===== src/rtl/arb4_pkg.sv =====
// Shared definitions for the four-requester round-robin arbiter.
//   NREQ      : number of requesters
//   state_e   : arbiter FSM state
//   cnt_width : width of the tenure counter for a given MAXHOLD
package arb4_pkg;

  localparam int unsigned NREQ = 4;

  typedef enum logic {
    IDLE,
    GRANT
  } state_e;

  // max(1, clog2(maxhold + 1)); MAXHOLD = 0 still needs a 1-bit counter.
  function automatic int unsigned cnt_width(input int unsigned maxhold);
    int unsigned w;
    w = $clog2(maxhold + 1);
    return (w < 1) ? 1 : w;
  endfunction

endpackage


===== src/rtl/arb4_rr_if.sv =====
// Request/grant bundle between the requesters and the arbiter.
//   req    : request vector, one bit per requester
//   gnt    : registered one-hot grant
//   gnt_id : registered index of the current (or last) owner
//   busy   : registered, high while gnt is non-zero
//   anyreq : combinational OR of req
// master = requester side, slave = arbiter side.
interface arb4_rr_if;
  import arb4_pkg::*;

  logic [NREQ-1:0] req;
  logic [NREQ-1:0] gnt;
  logic [1:0]      gnt_id;
  logic            busy;
  logic            anyreq;

  modport master (
    output req,
    input  gnt,
    input  gnt_id,
    input  busy,
    input  anyreq
  );

  modport slave (
    input  req,
    output gnt,
    output gnt_id,
    output busy,
    output anyreq
  );

endinterface


===== src/rtl/rr_pick4.sv =====
// Combinational rotate-priority picker.
//   req      : request vector
//   ptr      : index with highest priority; scan runs ptr, ptr+1, ... mod 4
//   mask     : requests outside the mask are ignored
//   pick     : one-hot winner (zero when nothing eligible)
//   pick_idx : winner index (zero when nothing eligible)
//   valid    : at least one eligible request
module rr_pick4
  import arb4_pkg::*;
(
  input  logic [NREQ-1:0] req,
  input  logic [1:0]      ptr,
  input  logic [NREQ-1:0] mask,
  output logic [NREQ-1:0] pick,
  output logic [1:0]      pick_idx,
  output logic            valid
);

  logic [NREQ-1:0] cand;
  logic [1:0]      idx;

  always_comb begin
    cand     = req & mask;
    valid    = |cand;
    pick_idx = 2'd0;
    idx      = 2'd0;
    // Scan from the farthest offset down so the closest candidate to ptr wins.
    for (int i = NREQ - 1; i >= 0; i--) begin
      idx = ptr + 2'(i);
      if (cand[idx]) begin
        pick_idx = idx;
      end
    end
    pick = valid ? (NREQ'(1) << pick_idx) : '0;
  end

endmodule


===== src/rtl/arb4_rr.sv =====
// Four-requester round-robin arbiter with grant hold and bounded tenure.
//   clk   : rising-edge clock
//   nrst  : synchronous active-low reset
//   bus   : arb4_rr_if slave port (req in; gnt, gnt_id, busy, anyreq out)
// MAXHOLD bounds how long an owner keeps the grant while someone else waits
// (0 = unbounded). Grant outputs are registered; anyreq is combinational.
module arb4_rr
  import arb4_pkg::*;
#(
  parameter int unsigned MAXHOLD = 8
) (
  input  logic     clk,
  input  logic     nrst,
  arb4_rr_if.slave bus
);

  localparam int unsigned CntW = cnt_width(MAXHOLD);
  localparam logic [CntW-1:0] CntLast = (MAXHOLD == 0) ? '0 : CntW'(MAXHOLD - 1);

  state_e          state_q;
  logic [NREQ-1:0] gnt_q;
  logic [1:0]      gnt_id_q;
  logic            busy_q;
  logic [1:0]      ptr_q;
  logic [CntW-1:0] cnt_q;

  logic [1:0]      pick_ptr;
  logic [NREQ-1:0] pick_mask;
  logic [NREQ-1:0] owner_oh;
  logic [NREQ-1:0] pick;
  logic [1:0]      pick_idx;
  logic            pick_valid;
  logic            tenure_end;

  // While granted, the owner is masked out and the scan starts just past it, so a
  // valid pick means "another requester is waiting" and is the hand-off target for
  // both release and forced hand-off.
  assign owner_oh   = NREQ'(1) << gnt_id_q;
  assign pick_ptr   = (state_q == GRANT) ? gnt_id_q + 2'd1 : ptr_q;
  assign pick_mask  = (state_q == GRANT) ? ~owner_oh : '1;
  assign tenure_end = (MAXHOLD != 0) && (cnt_q == CntLast);

  rr_pick4 u_pick (
    .req      (bus.req),
    .ptr      (pick_ptr),
    .mask     (pick_mask),
    .pick     (pick),
    .pick_idx (pick_idx),
    .valid    (pick_valid)
  );

  always_ff @(posedge clk) begin
    if (!nrst) begin
      state_q  <= IDLE;
      gnt_q    <= '0;
      gnt_id_q <= 2'd0;
      busy_q   <= 1'b0;
      ptr_q    <= 2'd0;
      cnt_q    <= '0;
    end else begin
      case (state_q)
        IDLE: begin
          if (pick_valid) begin
            gnt_q    <= pick;
            gnt_id_q <= pick_idx;
            busy_q   <= 1'b1;
            cnt_q    <= '0;
            state_q  <= GRANT;
          end
        end
        GRANT: begin
          if (!bus.req[gnt_id_q]) begin
            // Release: hand off directly if anyone else is asking, else go idle.
            ptr_q <= gnt_id_q + 2'd1;
            if (pick_valid) begin
              gnt_q    <= pick;
              gnt_id_q <= pick_idx;
              cnt_q    <= '0;
            end else begin
              gnt_q   <= '0;
              busy_q  <= 1'b0;
              cnt_q   <= '0;
              state_q <= IDLE;
            end
          end else if (tenure_end && pick_valid) begin
            // Forced hand-off; the preempted owner keeps requesting and rotates back.
            ptr_q    <= gnt_id_q + 2'd1;
            gnt_q    <= pick;
            gnt_id_q <= pick_idx;
            cnt_q    <= '0;
          end else if (tenure_end) begin
            cnt_q <= '0;
          end else if (MAXHOLD != 0) begin
            cnt_q <= cnt_q + CntW'(1);
          end
        end
        default: begin
          state_q <= IDLE;
          gnt_q   <= '0;
          busy_q  <= 1'b0;
        end
      endcase
    end
  end

  assign bus.gnt    = gnt_q;
  assign bus.gnt_id = gnt_id_q;
  assign bus.busy   = busy_q;
  assign bus.anyreq = |bus.req;

endmodule


===== src/flat_wrapper.sv =====
// flat-port wrapper written by rule: the top's interface ports become plain ports
module arb4_rr_flat import arb4_pkg::*;
#(
  parameter int unsigned MAXHOLD = 8
)
  (clk, nrst, bus_req, bus_gnt, bus_gnt_id, bus_busy, bus_anyreq);
  arb4_rr_if bus_i ();
  input  logic clk;
  input  logic nrst;
  input wire logic [$bits(bus_i.req)-1:0] bus_req;
  output wire logic [$bits(bus_i.gnt)-1:0] bus_gnt;
  output wire logic [$bits(bus_i.gnt_id)-1:0] bus_gnt_id;
  output wire logic [$bits(bus_i.busy)-1:0] bus_busy;
  output wire logic [$bits(bus_i.anyreq)-1:0] bus_anyreq;
  assign bus_i.req = bus_req;
  assign bus_gnt = bus_i.gnt;
  assign bus_gnt_id = bus_i.gnt_id;
  assign bus_busy = bus_i.busy;
  assign bus_anyreq = bus_i.anyreq;
  arb4_rr #(.MAXHOLD(MAXHOLD)) u_core (.clk(clk), .nrst(nrst), .bus(bus_i));
endmodule

===== config.mk =====
export PLATFORM = sky130hd
export DESIGN_NAME = arb4_rr_flat
export DESIGN_NICKNAME = d
export VERILOG_FILES = /design/src/rtl/arb4_pkg.sv /design/src/rtl/arb4_rr_if.sv /design/src/rtl/rr_pick4.sv /design/src/rtl/arb4_rr.sv /design/src/flat_wrapper.sv
export SDC_FILE = /design/constraint.sdc
export NUM_CORES = 1
export LEC_CHECK = 0
export ABC_AREA = 0
export CAP_MARGIN = 20
export CORE_ASPECT_RATIO = 1.1
export CORE_MARGIN = 2
export CORE_UTILIZATION = 55
export DETAILED_ROUTE_END_ITERATION = 12
export DONT_BUFFER_PORTS = 1
export PLACE_DENSITY = 0.72
export REMOVE_ABC_BUFFERS = 1
export SYNTH_ARGS = -nofsm -noshare
export SYNTH_HDL_FRONTEND = slang
export SYNTH_SLANG_ARGS = --single-unit

===== constraint.sdc =====
create_clock -name clk -period 2.6 [get_ports clk]
set_input_delay 0.65 -clock clk [delete_from_list [all_inputs] [get_ports clk]]
set_output_delay 0.65 -clock clk [all_outputs]
set_load 0.02 [all_outputs]

## After elaboration in Yosys (flattened, before gate mapping)

Cells that the tools add are included.

| operators by class | value |
|---|---|
| add/sub/neg operators | 5 |
| $lt $le $gt $ge | 5 |
| equality and inequality tests | 6 |
| shift operators | 2 |
| multiplexer cells | 40 |
| bitwise gates (word level) | 3 |
| reductions and logical operators | 6 |

Operator list:

| cell | count |
|---|---|
| 4-bit two-way mux | 10 |
| 2-bit two-way mux | 10 |
| 4-bit case mux with 2 select lines | 2 |
| 2-bit by 3-bit < comparator with 1-bit output, second input constant | 5 |
| 1-bit binary-select mux with 2-bit select | 5 |
| 1-bit two-way mux | 10 |
| 4-bit OR reduction | 2 |
| 1-bit by 2-bit left shift with 4-bit output, first input constant | 2 |
| 2-bit != test, second input constant | 3 |
| 2-bit by 1-bit adder with 2-bit output, second input constant | 2 |
| 2-bit adder, second input constant | 2 |
| 4-bit by 1-bit adder with 4-bit output, second input constant | 1 |
| 4-bit AND | 1 |
| 4-bit by 3-bit equality test with 1-bit output, second input constant | 1 |
| 4-bit inverter | 1 |
| 1-bit case mux with 2 select lines | 2 |
| 2-bit case mux with 2 select lines | 1 |
| 2-bit AND reduction | 2 |
| 3-bit != test, second input constant | 1 |
| 3-bit AND reduction | 1 |
| 2-bit by 1-bit != test with 1-bit output, second input constant | 1 |
| 1-bit logical AND | 1 |
| 1-bit inverter | 1 |

| word-level totals | value |
|---|---|
| flip-flop bits (word level) | 14 |
| output and inout bits | 8 |

## Logic depth before layout (Yosys ltp)

Gate-level depths: netlist (run 1).

| depth | value |
|---|---|
| word-level depth | 15 |
| depth in mapped cells | 8 |
| depth with buffers taken out | 8 |

## Modules after synthesis

Synthesis (run 1) repeated with hierarchy kept, for this count alone.

| unflattened totals | value |
|---|---|
| cell total of the unflattened synthesis | 108 |
| area, all modules | 895.9 um^2 |

By module, submodules not included:

| module | instances | cells an instance | area an instance (um^2) | seq. area each (um^2) |
|---|---|---|---|---|
| arb4_rr | 1 | 87 | 759.5 | 280.3 |
| rr_pick4 | 1 | 21 | 136.4 | 0.0 |

## Worst setup path before layout (run 1)

Ideal clock, no wire load.

| timing | value |
|---|---|
| kind | input port to flip-flop |
| start point | in bus_req[1] |
| end point | reg u_core.gnt_q[1], in the netlist u_core.bus.gnt[1] |
| setup time | 0.058 ns |
| data arrival time | 2.026 ns |
| setup slack | 0.516 ns |
| cell stages on the path | 6 |
| buffers on the path | 0 |
| path through | or4_4 > and2_4 > nor3_4 > o21bai_2 > and2_1 > o21a_1 |

| between the ends | value |
|---|---|
| word-level cells in the longest chain between the ends | 12 |

RTL lines:

| what | RTL line | source |
|---|---|---|
| start, declared | flat_wrapper.sv:10 | `input wire logic [$bits(bus_i.req)-1:0] bus_req;` |
| 4-bit AND | rr_pick4.sv:23 | `cand = req & mask;` |
| 1-bit binary-select mux with 2-bit select | rr_pick4.sv:30 | `if (cand[idx]) begin` |
| 1-bit two-way mux (not written as such) | rr_pick4.sv:30 |  |
| 2-bit two-way mux (4 in a row) | rr_pick4.sv:30 |  |
| 1-bit by 2-bit left shift with 4-bit output | rr_pick4.sv:34 | `pick = valid ? (NREQ'(1) << pick_idx) : '0;` |
| 4-bit two-way mux | rr_pick4.sv:34 |  |
| 4-bit two-way mux (on tied branches) | arb4_rr.sv:75, arb4_rr.sv:85 |  |
| 4-bit two-way mux | arb4_rr.sv:72 | `if (!bus.req[gnt_id_q]) begin` |
| 4-bit case mux with 2 select lines | arb4_rr.sv:61 | `case (state_q)` |
| end signal, assigned | arb4_rr.sv:64 | `gnt_q <= pick;` |
| end signal, assigned | arb4_rr.sv:76 | `gnt_q <= pick;` |
| end signal, assigned | arb4_rr.sv:88 | `gnt_q <= pick;` |
| end, declared | arb4_rr.sv:21 | `logic [NREQ-1:0] gnt_q;` |

Several ways; a longest one is shown, not always the timed one. The select of a mux whose other input is x is not followed.
A chain may end at the register's enable or synchronous reset.

## Final worst setup path (run 1)

| timing | value |
|---|---|
| start point | reg u_core.gnt_id_q[0], in the netlist u_core.bus.gnt_id[0] |
| end point | reg u_core.gnt_q[1], in the netlist u_core.bus.gnt[1] |

| between the ends | value |
|---|---|
| word-level cells in the longest chain between the ends | 15 |

RTL lines:

| what | RTL line | source |
|---|---|---|
| start, declared | arb4_rr.sv:22 | `logic [1:0] gnt_id_q;` |
| start signal, assigned | arb4_rr.sv:65 | `gnt_id_q <= pick_idx;` |
| start signal, assigned | arb4_rr.sv:77 | `gnt_id_q <= pick_idx;` |
| start signal, assigned | arb4_rr.sv:89 | `gnt_id_q <= pick_idx;` |
| parallel branches: the longest is 15 deep, another holds 2-bit by 1-bit adder with 2-bit output | - |  |

Several ways; the timed one is not identified. The select of a mux whose other input is x is not followed.

==> results of run 1 <==
-- worst min path at each step --
stage | from | end | slack [ns] | depth (start not counted)
finish | nrst | u_core.bus.gnt[1] | 0.48 | 1
global route | nrst | u_core.bus.gnt[1] | 0.47 | 1
CTS | nrst | u_core.bus.gnt[1] | 0.47 | 1
detailed placement | u_core.ptr_q[1] | u_core.ptr_q[1] | 0.46 | 2
global placement | u_core.ptr_q[1] | u_core.ptr_q[1] | 0.46 | 2
floorplan | u_core.ptr_q[1] | u_core.ptr_q[1] | 0.44 | 2
-- cells in the final DEF (no fill, tap or decap), drive strengths merged --
cell type	netlist	final
and2	5	5
buf	1	1
o2111a	1	1
a2bb2oi	1	1
ha	5	5
nand3b	1	1
nor2	2	2
o21ai	5	5
o31a	1	1
clkbuf	1	4
or2b	1	1
a32oi	2	2
a21oi	6	6
a211oi	1	1
a211o	1	1
o21bai	1	1
nand2	13	13
mux4	1	1
a21boi	8	8
inv	5	5
nand2b	5	5
nand3	4	4
a21o	1	1
dfxtp	14	14
a22oi	1	1
and3	1	1
nor2b	6	6
nor3	3	3
o21a	1	1
or4	1	1
o2111ai	1	1
mux2	1	1
mux2i	1	1
a22o	1	1
or3	1	1
-- flip-flops by register name (all words and copies together), names as in the netlist --
register,flops
u_core.state_q,1
u_core.bus.gnt,4
u_core.cnt_q,4
u_core.ptr_q,2
u_core.bus.busy,1
u_core.bus.gnt_id,2
-- layer usage --
metal  GRT usage (%)  vias up
li1                -      380
met4            15.6        0
met2            40.0       14
met5               0        -
met3            5.49        6
met1            21.9      368
-- power breakdown --
part           switching [W]  internal, W
Clock              0.0000729    0.0000853
Combinational       0.000100    0.0000782
Sequential         0.0000379     0.000236
Total               0.000211     0.000400
-- area by class of cell --
type	count	area (µm²)	share of cell area, %
timing repair buffer	1	7.51	0.794
multi-input combinational	83	582	61.5
inverter	5	18.8	1.98
clock buffer	4	36.3	3.84
sequential	14	280	29.6
tap	17	21.3	2.25
-- worst register-to-register path: stages, from the launching register on --
cell	delay (ns)
dfxtp_1	0.57
inv_1	0.15
ha_1	0.35
mux2_2	0.33
a21oi_1	0.13
o21ai_0	0.09
a2bb2oi_1	0.40
nor3_1	0.09
o21a_1	0.17
-- per-stage QoR --
step	total power, W	utilization, %	instance area [µm²]	hold WS (ns)	setup WS, ns
finish	0.000611	61.5	946	0.475	0.229
global route	0.000647	61.5	946	0.471	0.00169
CTS	0.000617	61.5	946	0.469	0.223
detailed placement	0.000458	59.1	910	0.465	0.233
global placement	0.000451	59.1	910	0.456	0.335
floorplan	0.000416	-	881	0.441	0.517
-- logic make-up after synthesis --
kind of cell               count (synthesis)  share of synthesized area [%]
buffers and inverters                      7                           3.09
and+or+nand+nor                           43                           27.4
adders and majority gates                  5                           7.03
AOI/OAI and AO/OA                         32                           26.0
muxes                                      3                           4.92
DFF                                       14                           31.5
==> metrics.cfg, run 1 <==
[run_status]
outcome=finished, final reports clean

[cts]
clock_sinks=14
tritoncts=yes
cts_htree_levels=1
postCtsResizedCells=0
clk_path_buf_depth=2
clk_pin_slew_ns=0.09
root_buffer=clkbuf_4
numCtsBuffers=3
cts_setup_buffers=0
hold_buffers=0
clock_latency_ns=0.28

[critical_path]
crit_end=u_core.bus.gnt[1]
reg2reg_setup_slack_ns=0.23
crit_cells=8
startpoint=u_core.bus.gnt_id[0]
cp.required_ns=2.79
r2r-end=u_core.bus.gnt[1]
critPathMaxFanout=7
reg2reg_depth=8
crit_path_cell_trace=inv_1, ha_1, mux2_2, a21oi_1, o21ai_0, a2bb2oi_1, nor3_1, o21a_1
r2r_start=u_core.bus.gnt_id[0]
end_kind=flip-flop
cp_num_buf_inv=1
critPathTopFamily=compound AO/OA/AOI/OAI gates
start_kind=flip-flop
criticalPathCategory=reg2reg
critPathSlowestCell=dfxtp_1
cp_slowest_stage_delay_ns=0.57
arrival_ns=2.56

[floorplanning]
core_um2=1540
die_x_um=42.3
boundaryPins=14
num_rows=15
die_area_um2=1960
die_y_um=46.2
initial_core_util_pct=57.8

[global_routing]
grt_pass1_wl_um=3100
grt_max_degree=16
antenna_found_initial=0
grt_overflow=0
grt_pass1_vias=755
globalRouteTotalUtil_pct=21.8

[detailed_routing]
vias=768
viasPerCell=6.19
wl_met2_um=1010
initialDrtViolationCount=4
ant_nets=0
firstDrtPassIters=4
top_layer=met4
drt-met1-wl_um=752
drc_errors=0
dr_wl_met3_um=58
wl_per_cell_um=15.1
wl_um=1870

[yosys]
async_reset_ff_share_pct=0
yosys.area.top_type_share_pct=31.5
synth_cell_types=39
yosysWarningCount=0
syn_area_per_cell_um2=8.55
synth-main-ff-cell=dfxtp_1
ys_top_cells_by_area=dfxtp_1, ha_1, nand2_1
yosys.area.top_type=dfxtp_1
seq_area_frac_synth_pct=31.5
syn_inst=104
syn_area_um2=890
yosys-top-cells-count=dfxtp_1, nand2_1, a21boi_0, a21oi_1, nor2b_1
post-synth-top-count-cell=dfxtp_1
synth_enable_flop_cells=0
ys_seq_elements=14

[sta]
setup_viol=0
min_period_ns=2.37
timing.fmax_ghz=0.422
slew_violations=0
relSlewSlack_pct=65.8
period_share_pct=91.2
worst_slew_pin_slew_ns=0.512
rsz0062_at_grt=no
finClkSkew_ns=0.00457
fin_tns_setup_ns=0
hold_viol_final=0

[placement]
dpl.hpwl_um=1480
portBuffers=0
gp_congestion=0.787
dp_cells=120

[final_layout]
fillers=150
instances_no_fill=124
synthToLayoutAreaGrowth_pct=6.33
fin_nets=119
antennaDiodeCount=0
drive_gt1_share_pct=13.1

[min_path]
hp-class=in2reg

[power_and_ir_drop]
irDropWorstVdd_uv=320
cellPowerDensity_nw_per_um2=646
power.leakage_nw=0.383

[run]
cap_violations=0

No activity file was read; power rests on OpenSTA's default activity.
==> run 2: changes to the inputs <==
CORE_UTILIZATION = 45   (was 55)
PLACE_DENSITY = 0.62   (was 0.72)
SETUP_SLACK_MARGIN = 0.05   (was unset)
==> run 2 against run 1 <==
Net effect:
- cell area increased by 0.66%
- setup slack improved by 0.20 ns
- hold slack got worse by 0.0069 ns
- register-to-register slack improved by 0.20 ns
- highest routed layer unchanged
==> metrics.cfg, run 2 (synthesized netlist as in run 1, its figures left out) <==
[detailed_routing]
drc_errors=0  ; unchanged
initialDrtViolationCount=24  ; +20
vias=760  ; -1.0%
firstDrtPassIters=4  ; unchanged
wl_um=1680  ; -11%
viasPerCell=5.67  ; -8.4%
wl_per_cell_um=12.5  ; -17%
ant_nets=0  ; unchanged

[cts]
clk_pin_slew_ns=0.07  ; -0.02 ns
cts_setup_buffers=0  ; unchanged
clk_path_buf_depth=2  ; unchanged
clock_sinks=14  ; unchanged
postCtsResizedCells=0  ; unchanged
hold_buffers=0  ; unchanged
root_buffer=clkbuf_4
numCtsBuffers=3  ; unchanged
cts_htree_levels=1  ; unchanged
tritoncts=yes
clock_latency_ns=0.27  ; about the same

[critical_path]
cp_slowest_stage_delay_ns=0.45  ; -0.12 ns
critPathMaxFanout=6  ; -1
cp.required_ns=2.78  ; about the same
end_kind=flip-flop
critPathSlowestCell=dfxtp_1
arrival_ns=2.35  ; -0.21 ns
critPathTopFamily=compound AO/OA/AOI/OAI gates
crit_path_cell_trace=inv_1, ha_1, mux2_2, a21oi_1, o21ai_0, a2bb2oi_1, nor3_1, o21a_1
start_kind=flip-flop
cp_num_buf_inv=1  ; unchanged
criticalPathCategory=reg2reg

[floorplanning]
initial_core_util_pct=48.8  ; -9.0 points
die_x_um=46.4  ; +9.6%
die_y_um=50.6  ; +9.6%
die_area_um2=2350  ; +20%
boundaryPins=14  ; unchanged
core_um2=1820  ; +18%
num_rows=16  ; +1

[sta]
relSlewSlack_pct=67.3  ; +1.4 points
fin_tns_setup_ns=0  ; unchanged
slew_violations=0  ; unchanged
worst_slew_pin_slew_ns=0.490  ; -0.0217 ns
finClkSkew_ns=0.000853  ; -0.00371 ns
min_period_ns=2.17  ; -0.197 ns
setup_viol=0  ; unchanged
rsz0062_at_grt=no
timing.fmax_ghz=0.460  ; +9.1%
period_share_pct=83.6  ; -7.6 points
hold_viol_final=0  ; unchanged

[final_layout]
design_area_um2=952  ; +0.66%
final_common_cell=dfxtp_1
antennaDiodeCount=0  ; unchanged
fin_nets=120  ; +0.84%
drive_gt1_share_pct=13.1  ; unchanged
fillers=179  ; +19%
synthToLayoutAreaGrowth_pct=7.03
layout_common_cells=dfxtp_1, nand2_1, a21boi_0, nor2b_1, a21oi_1

[global_routing]
antenna_found_initial=0  ; unchanged
grt_max_degree=16  ; unchanged
grt_pass1_vias=745  ; -1.3%
globalRouteTotalUtil_pct=17.0  ; -4.8 points
grt_pass1_wl_um=2970  ; -4.0%
grt_overflow=0  ; unchanged

[placement]
portBuffers=0  ; unchanged
placed_area_um2=930  ; +2.2%
gp_congestion=0.780  ; -0.81%
dpl.hpwl_um=1310  ; -11%

[power_and_ir_drop]
switching_share_pct=34.7  ; +0.18 points
irDropWorstVdd_uv=385  ; +20%
power.leakage_nw=0.381  ; -0.51%
p_int_w=0.000371  ; -7.2%
p_comb_share_pct=31.7  ; +2.5 points
seqPwrFrac_pct=47.7  ; +2.8 points
p_sw_w=0.000197  ; -6.5%
cellPowerDensity_nw_per_um2=597  ; -7.6%
clkPwrFrac_pct=20.6  ; -5.3 points
p_total_w=0.000568  ; -7.0%

[run_status]
outcome=finished, final reports clean

[min_path]
hp-class=reg2reg

[run]
cap_violations=0  ; unchanged

run 2: changes by cell type in the layout (fill, tap and decap cells not counted):
cell,before,now
clkbuf_8,1,0
buf_4,1,2
run 2: worst register-to-register path: cells and delay by family (launching register included):
kind | cells | cell delay [ns]
AO/OA/AOI/OAI | 4 | 0.78
buffers and inverters | 1 | 0.12
AND/OR/NAND/NOR | 1 | 0.09
multiplexers | 1 | 0.32
adder cells (fa/ha/maj) | 1 | 0.32
flip-flops | 1 | 0.45
run 2: area by class of cell:
type	instances	area [µm²]	area share [%]
Clock buffer	3	22.5	2.37
Inverter	5	18.8	1.97
Multi-Input combinational cell	83	582	61.1
Sequential cell	14	280	29.4
Tap cell	27	33.8	3.55
Timing Repair Buffer	2	15.0	1.58
run 2: power groups by stage:
stage / Clock, W / Sequential (W) / Combinational (W)
after floorplan: 0 / 0.000278 / 0.000137
after global placement: 0 / 0.000277 / 0.000180
after detailed placement: 0 / 0.000277 / 0.000180
after CTS: 0.000123 / 0.000272 / 0.000181
after global routing: 0.000131 / 0.000275 / 0.000203
final: 0.000117 / 0.000271 / 0.000180
run 2: layer usage:
layer  share of wire [%]  wire length, µm  global-route usage, %  vias to the layer above
met4                 1.7               28                   7.14                        0
li1                    -                -                      -                      384
met5                   0                0                      0                        -
met1                  49              813                   22.6                      351
met3                 6.6              111                   3.24                        4
met2                  43              720                   26.2                       21
run 2: final timing paths:
| path | startpoint | end | slack (ns) | cells past startpoint |
|---|---|---|---|---|
| setup / recovery | u_core.bus.gnt_id[0] | u_core.bus.gnt[1] | 0.43 | 8 |
| setup reg to reg | u_core.bus.gnt_id[0] | u_core.bus.gnt[1] | 0.43 | 8 |
| hold / removal | u_core.ptr_q[1] | u_core.ptr_q[1] | 0.47 | 2 |
| hold reg to reg | u_core.ptr_q[1] | u_core.ptr_q[1] | 0.47 | 2 |
run 2: metrics by stage:
stage / hold WS (ns) / std cells / util [%] / worst slack (ns)
floorplan: 0.441 / 102 / - / 0.517
global placement: 0.456 / 131 / 51.0 / 0.441
detailed placement: 0.462 / 131 / 51.0 / 0.430
CTS: 0.473 / 134 / 52.3 / 0.439
global route: 0.479 / 134 / 52.3 / 0.241
finish: 0.468 / 134 / 52.3 / 0.426
